<file path="config.mk">
export PLATFORM = sky130hd
export DESIGN_NAME = mult16_accumulator
export DESIGN_NICKNAME = d
export VERILOG_FILES = /design/src/rtl/mult16_accumulator.sv
export SDC_FILE = /design/constraint.sdc
export NUM_CORES = 1
export LEC_CHECK = 0
export CORE_UTILIZATION = 55
export DETAILED_ROUTE_END_ITERATION = 16
export DONT_BUFFER_PORTS = 1
export PLACE_DENSITY = 0.81
export SETUP_SLACK_MARGIN = 0.2
export SYNTH_ARGS = -nofsm -noshare
export SYNTH_HDL_FRONTEND = slang
export SYNTH_SLANG_ARGS = --single-unit
export TNS_END_PERCENT = 30
</file>
<file path="constraint.sdc">
create_clock -name clk -period 4.72 [get_ports clk]
set_clock_uncertainty 0.1 [all_clocks]
set_input_delay 0.472 -clock clk [delete_from_list [all_inputs] [get_ports clk]]
set_output_delay 0.472 -clock clk [all_outputs]
set_load 0.01 [all_outputs]
</file>
<file path="src/rtl/mult16_accumulator.sv">
// Frame accumulator for a 16x16 multiplier: sums `len` unsigned products into an ACC_W-bit register.
// Define MULT16_ACC_SATURATE_EN to clamp acc at all-ones on overflow; otherwise acc wraps modulo 2^ACC_W.
module mult16_accumulator #(
  parameter int unsigned ACC_W = 40
) (
  input  logic             clk,
  input  logic             rst,
  input  logic             start,
  input  logic [7:0]       len,
  input  logic [31:0]      prod,
  input  logic             prod_valid,
  output logic             prod_ready,
  output logic [ACC_W-1:0] acc,
  output logic             out_valid,
  input  logic             out_ready,
  output logic             busy,
  output logic             overflow
);

  localparam int unsigned SUM_W = ACC_W + 1;
  localparam int unsigned PAD_W = SUM_W - 32;

  typedef enum logic [1:0] {
    IDLE  = 2'd0,
    ACCUM = 2'd1,
    DONE  = 2'd2
  } state_t;

  state_t           state;
  state_t           state_nxt;
  logic [7:0]       len_q;
  logic [7:0]       count;
  logic [7:0]       count_inc;
  logic             xfer;
  logic             last;
  logic             accept_start;
  logic [SUM_W-1:0] sum;
  logic [ACC_W-1:0] acc_nxt;

  // One extra sum bit captures the carry out of the accumulator.
  assign sum          = {1'b0, acc} + {{PAD_W{1'b0}}, prod};
  assign count_inc    = count + 8'd1;
  assign last         = (count_inc == len_q);
  assign xfer         = prod_valid && prod_ready;
  assign accept_start = (state == IDLE) && start;

`ifdef MULT16_ACC_SATURATE_EN
  assign acc_nxt = (overflow || sum[ACC_W]) ? {ACC_W{1'b1}} : sum[ACC_W-1:0];
`else
  assign acc_nxt = sum[ACC_W-1:0];
`endif

  // State register
  always_ff @(posedge clk or posedge rst) begin
    if (rst) begin
      state <= IDLE;
    end else begin
      state <= state_nxt;
    end
  end

  // Next-state logic
  always_comb begin
    state_nxt = state;
    case (state)
      IDLE:    if (start) state_nxt = (len == 8'd0) ? DONE : ACCUM;
      ACCUM:   if (xfer && last) state_nxt = DONE;
      DONE:    if (out_ready) state_nxt = IDLE;
      default: state_nxt = IDLE;
    endcase
  end

  // Moore outputs decoded from the state register
  always_comb begin
    prod_ready = 1'b0;
    out_valid  = 1'b0;
    busy       = 1'b0;
    case (state)
      ACCUM: begin
        prod_ready = 1'b1;
        busy       = 1'b1;
      end
      DONE: begin
        out_valid = 1'b1;
        busy      = 1'b1;
      end
      default: ;
    endcase
  end

  // Frame datapath: acc, count, latched length and sticky overflow
  always_ff @(posedge clk or posedge rst) begin
    if (rst) begin
      len_q    <= 8'd0;
      count    <= 8'd0;
      acc      <= {ACC_W{1'b0}};
      overflow <= 1'b0;
    end else if (accept_start) begin
      len_q    <= len;
      count    <= 8'd0;
      acc      <= {ACC_W{1'b0}};
      overflow <= 1'b0;
    end else if (xfer) begin
      count <= count_inc;
      acc   <= acc_nxt;
      if (sum[ACC_W]) overflow <= 1'b1;
    end
  end

endmodule

</file>
==> impl_metrics.ini, run 1 <==
[sta]
final.min_clock_period_ns = 3.08
setup_tns_ns = 0
maxSlewHeadroom_pct = 39.2
worst_slew_pin_slew_ns = 0.909
maxSlewViolCount = 0
post-route-period-util_pct = 65.2
max_freq_ghz = 0.325
finalHoldViolations = 0
setup_viol = 0
rsz0062_at_grt = false

[synth]
synth_most_common_cell = nand2_1
async_flop_share_pct = 100
synthTopCellsByArea = dfrtp_1 31%, ha_1 9.5%, nand2_1 8.1%
synth_edf_count = 0
synthesis.nets = 678
synth.mux.area_fraction_pct = 1.05
synth_fa_ha_area_share_pct = 10.1
ys_warn_count = 0
synth_compound_area_share_pct = 26.0
netlist_top_cells_count = 103 x nand2_1, 63 x a21oi_1, 59 x dfrtp_1
yosysSeqAreaShare_pct = 31.1
yosysUniqueCellTypes = 59
yosys.area.top_type = dfrtp_1
netlist.area_leader.share_pct = 31.1
avgSynthCellArea_um2 = 7.96
netlist_instances = 596
ys.flop_type = dfrtp_1
syn_area_mm2 = 0.00475
synthXorXnorAreaFrac_pct = 5.90
synth_top_family_by_area = compound AO/OA/AOI/OAI gates
synth-simple-area-share_pct = 22.2
synth_seq_cells = 59

[critical_path]
worstPathArrival_ns = 3.19
path_buf_inv = 1
reg2reg_from = acc[0]
cp-start-kind = register
crit_type = register to register
crit_fanout = 7
critical_path.cell_chain = ha_1, inv_1, fa_1, nand2b_1, a21oi_1, o21ai_0, a2bb2oi_1, a31oi_1, o21a_1, o211ai_1
reg2reg_slack_ns = 1.64
r2r_cells = 10
slowest_stage = a31oi_1
reg2reg_to = acc[34]
end_kind = register
crit_family = compound AO/OA/AOI/OAI gates
crit_path_max_incr_delay_ns = 0.60
crit_required_ns = 4.84

[clocking]
postCtsHoldBufs = 0
post-cts-setup-buffers = 0
ctsHtreeMaxLevel = 3
ctsLongestPathBuffers = 2
cts_resized = 0
root_buffer = clkbuf_8
cts_tree = yes
insertion_delay_ns = 0.34
path_clk_slew_ns = 0.07
clock-sinks = 59
numCtsBuffers = 9

[layout]
antenna_cells = 0
drive_above_1_share_pct = 4.92
syn2layout_area_growth_pct = 5.64
fin_area_mm2 = 0.00501
nets = 666
fin_util_pct = 60.4

[placement]
place_area_mm2 = 0.00480
hpwl_um = 9050
port_buffers = 0
place_congestion = 0.939

[floorplan]
core_area_mm2 = 0.00830
rows = 33
die_w_um = 94.9
die-area_mm2 = 0.00901
start_util_pct = 57.2
die_h_um = 94.9
ios = 89

[drt]
drt_iter0_markers = 288
drc_errors = 0
via_per_inst = 6.52
routed_wl_um = 12300
dr_total_vias = 4523
final_antenna_net_count = 0
post_drt_wl_per_cell_um = 17.7
firstDrtPassIters = 5

[grt]
grt_max_degree = 60
gr-usage-all-layers_pct = 28.9
antenna_found_initial = 0
grt_pass1_wl_um = 20300
grt_pass1_vias = 4355
grt_overflow = 0

[power]
p_per_area_mw_per_mm2 = 542
p_leak_uw = 0.00229
ir_drop_uv = 253
finalPower_uw = 2720

[flow_run]
cap_violations = 0

[hold_path]
hold_path.class = input pin to async pin

[status]
status = complete, no violations
==> area by class of cell <==
cell class	count	area (µm²)
inverter	18	67.6
sequential	59	1480
clock buffer	12	165
tap	105	131
fill	713	3280
multi-input combinational	492	3100
clock inverter	4	47.5
timing repair buffer	4	30.0
==> where the power goes <==
group	internal [µW]	switching (µW)	total [µW]
logic	516	848	1360
clock network	285	220	506
registers	652	197	849
total	1450	1270	2720
==> through the flow <==
step | hold slack [ns] | setup WS [ns] | std cells
after floorplan | 0.365 | 2.06 | 596
after global placement | 0.382 | 1.78 | 678
after detailed placement | 0.387 | 1.73 | 678
after CTS | 0.134 | 1.70 | 694
after global routing | 0.131 | 1.42 | 694
final | 0.129 | 1.64 | 694
==> worst max path at each step <==
stage,slack [ns],cells after the start,end,start
3_5_place_dp,1.73,10,acc[34],prod[0]
4_1_cts,1.70,10,acc[34],acc[0]
5_1_grt,1.42,10,acc[26],acc[0]
2_1_floorplan,2.06,9,acc[33],prod[11]
3_3_place_gp,1.78,10,acc[30],prod[0]
6_report,1.64,10,acc[34],acc[0]
==> logic make-up (layout without fill, tap and decap cells) <==
| logic type | Yosys count | in the layout |
|---|---|---|
| and+or+nand+nor | 225 | 225 |
| AOI/OAI and AO/OA | 192 | 192 |
| DFF | 59 | 59 |
| buffers and inverters | 45 | 38 |
| adders and majority gates | 38 | 38 |
| xor gates and xnor gates | 32 | 32 |
| muxes | 5 | 5 |
==> layer usage <==
metal  vias to the layer above  track usage, %  wire length, µm
li1                       2138               -                -
met1                      2175            36.9             5380
met2                       176            45.9             5640
met3                        34            6.60              944
met4                         0            14.3              331
met5                         -               0                0
==> sequential cells by signal, summed over array words and instances (netlist names) <==
signal    count
acc          40
count         8
len_q         8
overflow      1
state         2
==> layout by cell type (no fill, tap or decap), types with 4 or more instances in the layout <==
cell	n
and2_1	5
o21ai_0	40
nor2_1	33
xnor2_1	11
a221oi_1	5
a21oi_1	63
dfrtp_1	59
nand2_1	103
o211ai_1	12
a31oi_1	8
inv_1	17
o21bai_1	7
a211oi_1	8
o21a_1	4
a21o_1	17
nor4_1	6
mux2i_1	5
clkbuf_8	12
or3_1	7
buf_4	4
nand2b_1	13
nor3_1	13
ha_1	36
xor2_1	21
nand3_1	15
nand4_1	11
Note: power is estimated with default switching activity, not from simulation.
==> run 2, diff against run 1 <==
--- a/config.mk
+++ b/config.mk
@@ -8,7 +8,7 @@
 export CORE_UTILIZATION = 55
 export DETAILED_ROUTE_END_ITERATION = 16
 export DONT_BUFFER_PORTS = 1
-export PLACE_DENSITY = 0.81
+export PLACE_DENSITY = 0.84
 export SETUP_SLACK_MARGIN = 0.2
 export SYNTH_ARGS = -nofsm -noshare
 export SYNTH_HDL_FRONTEND = slang
==> constraint.sdc (replaced) <==
create_clock -name clk -period 2.81 [get_ports clk]
set_clock_uncertainty 0.1 [all_clocks]
set_input_delay 0.281 -clock clk [delete_from_list [all_inputs] [get_ports clk]]
set_output_delay 0.281 -clock clk [all_outputs]
set_load 0.01 [all_outputs]
==> run 2 against run 1 <==
Net effect:
- global-route usage rose by 0.82 points
- sequential power rose by 68%
- maximum frequency rose by 16%
- total power rose by 78%
- die area did not move
- critical path type unchanged
- combinational power rose by 96%
- critical endpoint is now acc[27]
- clock power rose by 44%
- routed wire length rose by 8.5%
- design area rose by 10%
- setup slack got worse by 1.5 ns
- core utilization rose by 6.3 points
==> impl_metrics.ini, run 2 (synthesized netlist as in run 1, its figures left out) <==
[hold_path]
holdPathEnd = state[1]
min_from = len[7]
hold_path.class = input pin to register
whs_path_depth = 3

[layout]
drive_above_1_share_pct = 15.0
final_cell_mix = 103 x nand2_1, 57 x a21oi_1, 55 x dfrtp_1
fin_area_mm2 = 0.00554
syn2layout_area_growth_pct = 16.6
finalNonFillerCells = 731
top_register = acc
nets = 703
largest_register_ffs = 40
fill_cells = 663
final_common_cell = nand2_1
reg.largest.list = acc x40, count x8, len_q x8
antenna_cells = 0

[critical_path]
reg2reg_to = acc[27]
crit_required_ns = 2.98
cp-start-kind = register
end_kind = register
reg2reg_from = acc[8]
worstPathArrival_ns = 2.82
reg2reg_slack_ns = 0.16
crit_fanout = 5
crit_type = register to register
r2r_cells = 10

[clocking]
insertion_delay_ns = 0.35
numCtsBuffers = 9
root_buffer = clkbuf_8
ctsLongestPathBuffers = 2
clock-sinks = 59
path_clk_slew_ns = 0.07
cts_tree = yes
ctsHtreeMaxLevel = 3

[power]
pwr-share-seq_pct = 29.6
swShare_pct = 46.9
ir_drop_uv = 460
p_per_area_mw_per_mm2 = 873
p_leak_uw = 0.00245
clock_power_share_pct = 15.1
internal_power_uw = 2570
combinationalPowerShare_pct = 55.3
p_switching_uw = 2270
finalPower_uw = 4830

[placement]
port_buffers = 0
hpwl_um = 9500
place_inst = 703
place_congestion = 0.909
place_area_mm2 = 0.00500

[drt]
via_per_inst = 6.44
final_antenna_net_count = 0
post_drt_wl_per_cell_um = 18.3
drc_errors = 0
dr_total_vias = 4704
routed_wl_um = 13300
firstDrtPassIters = 6
drt_iter0_markers = 287

[flow_run]
cap_violations = 0

[floorplan]
core_area_mm2 = 0.00830
ios = 89
rows = 33
die_w_um = 94.9
die_h_um = 94.9
start_util_pct = 57.2
die-area_mm2 = 0.00901

[status]
status = complete, no violations

[grt]
gr-usage-all-layers_pct = 29.7
grt_overflow = 0
antenna_found_initial = 0
grt_max_degree = 60
grt_pass1_vias = 4493
grt_pass1_wl_um = 20900

[sta]
finalHoldViolations = 0
setup_viol = 0
post-route-period-util_pct = 94.4
hold_slack_ns = 0.0545
maxSlewHeadroom_pct = 61.9
max_freq_ghz = 0.377
maxSlewViolCount = 0
rsz0062_at_grt = true
final.min_clock_period_ns = 2.65
worst_slew_pin_slew_ns = 0.566
setup_tns_ns = 0
## run 2: cell types whose count changed in the layout (fill, tap and decap cells not counted), sizes merged
cell	change
clkinvlp	+1
bufinv	-1
buf	+28
dlygate4sd3	+9
## run 2: cell type report
type / count / area, µm² / share of cell area (%)
clock buffers: 12 / 155 / 2.80
clock inverters: 4 / 25.0 / 0.452
inverters: 18 / 67.6 / 1.22
multi-input cells: 492 / 3330 / 60.2
flip-flops and latches: 59 / 1480 / 26.8
well taps: 105 / 131 / 2.37
repair buffers: 41 / 343 / 6.19
## run 2: worst max-delay path, stage by stage (launching register included)
cell,delay (ns)
dfrtp_1,0.43
ha_1,0.34
buf_4,0.16
a21o_1,0.16
a221oi_1,0.42
o21ai_2,0.13
o211ai_2,0.25
buf_4,0.16
nor2_1,0.05
o211ai_1,0.18
nor3b_2,0.19
## run 2: timing repair
action	4_1_cts	5_1_grt
hold buffers	9	0
setup buffers	3	0
endpoints found under the setup margin	16	21
pin swaps	15	5
gates resized for setup	26	20
hold endpoints to repair	67	0
## run 2: worst max path at each step
stage	start	end	cells after the start
floorplan	acc[11]	acc[33]	9
global placement	acc[18]	acc[39]	8
detailed placement	acc[0]	acc[36]	10
CTS	acc[8]	acc[39]	8
global route	acc[18]	acc[33]	7
finish	acc[8]	acc[27]	10
## run 2: through the flow
stage	util (%)	setup slack [ns]
after CTS	65.7	0.178
after global placement	60.3	0.144
final	66.7	0.157
after floorplan	-	0.204
after global routing	66.7	0.0636
after detailed placement	60.3	-0.0441
## run 2: power groups by stage
stage | registers [µW] | clock network, µW | logic [µW]
finish | 1430 | 731 | 2670
global route | 1460 | 769 | 2940
floorplan | 1360 | 0 | 1840
detailed placement | 1420 | 0 | 2440
global placement | 1400 | 0 | 2370
CTS | 1430 | 734 | 2560
## run 2: layer usage
| layer | vias to the layer above | wire length [µm] | global-route usage, % |
|---|---|---|---|
| met3 | 39 | 1090 | 6.12 |
| met4 | 0 | 342 | 11.0 |
| li1 | 2213 | - | - |
| met1 | 2249 | 5450 | 36.8 |
| met2 | 203 | 6460 | 50.8 |
| met5 | - | 0 | 0 |
==> run 3, diff against run 2 <==
--- a/config.mk
+++ b/config.mk
@@ -8,6 +8,7 @@
 export CORE_UTILIZATION = 55
 export DETAILED_ROUTE_END_ITERATION = 16
 export DONT_BUFFER_PORTS = 1
+export GPL_ROUTABILITY_DRIVEN = 1
 export PLACE_DENSITY = 0.84
 export SETUP_SLACK_MARGIN = 0.2
 export SYNTH_ARGS = -nofsm -noshare
==> results of run 3 <==
Final layout, timing and power as in run 2 (identical DEF).
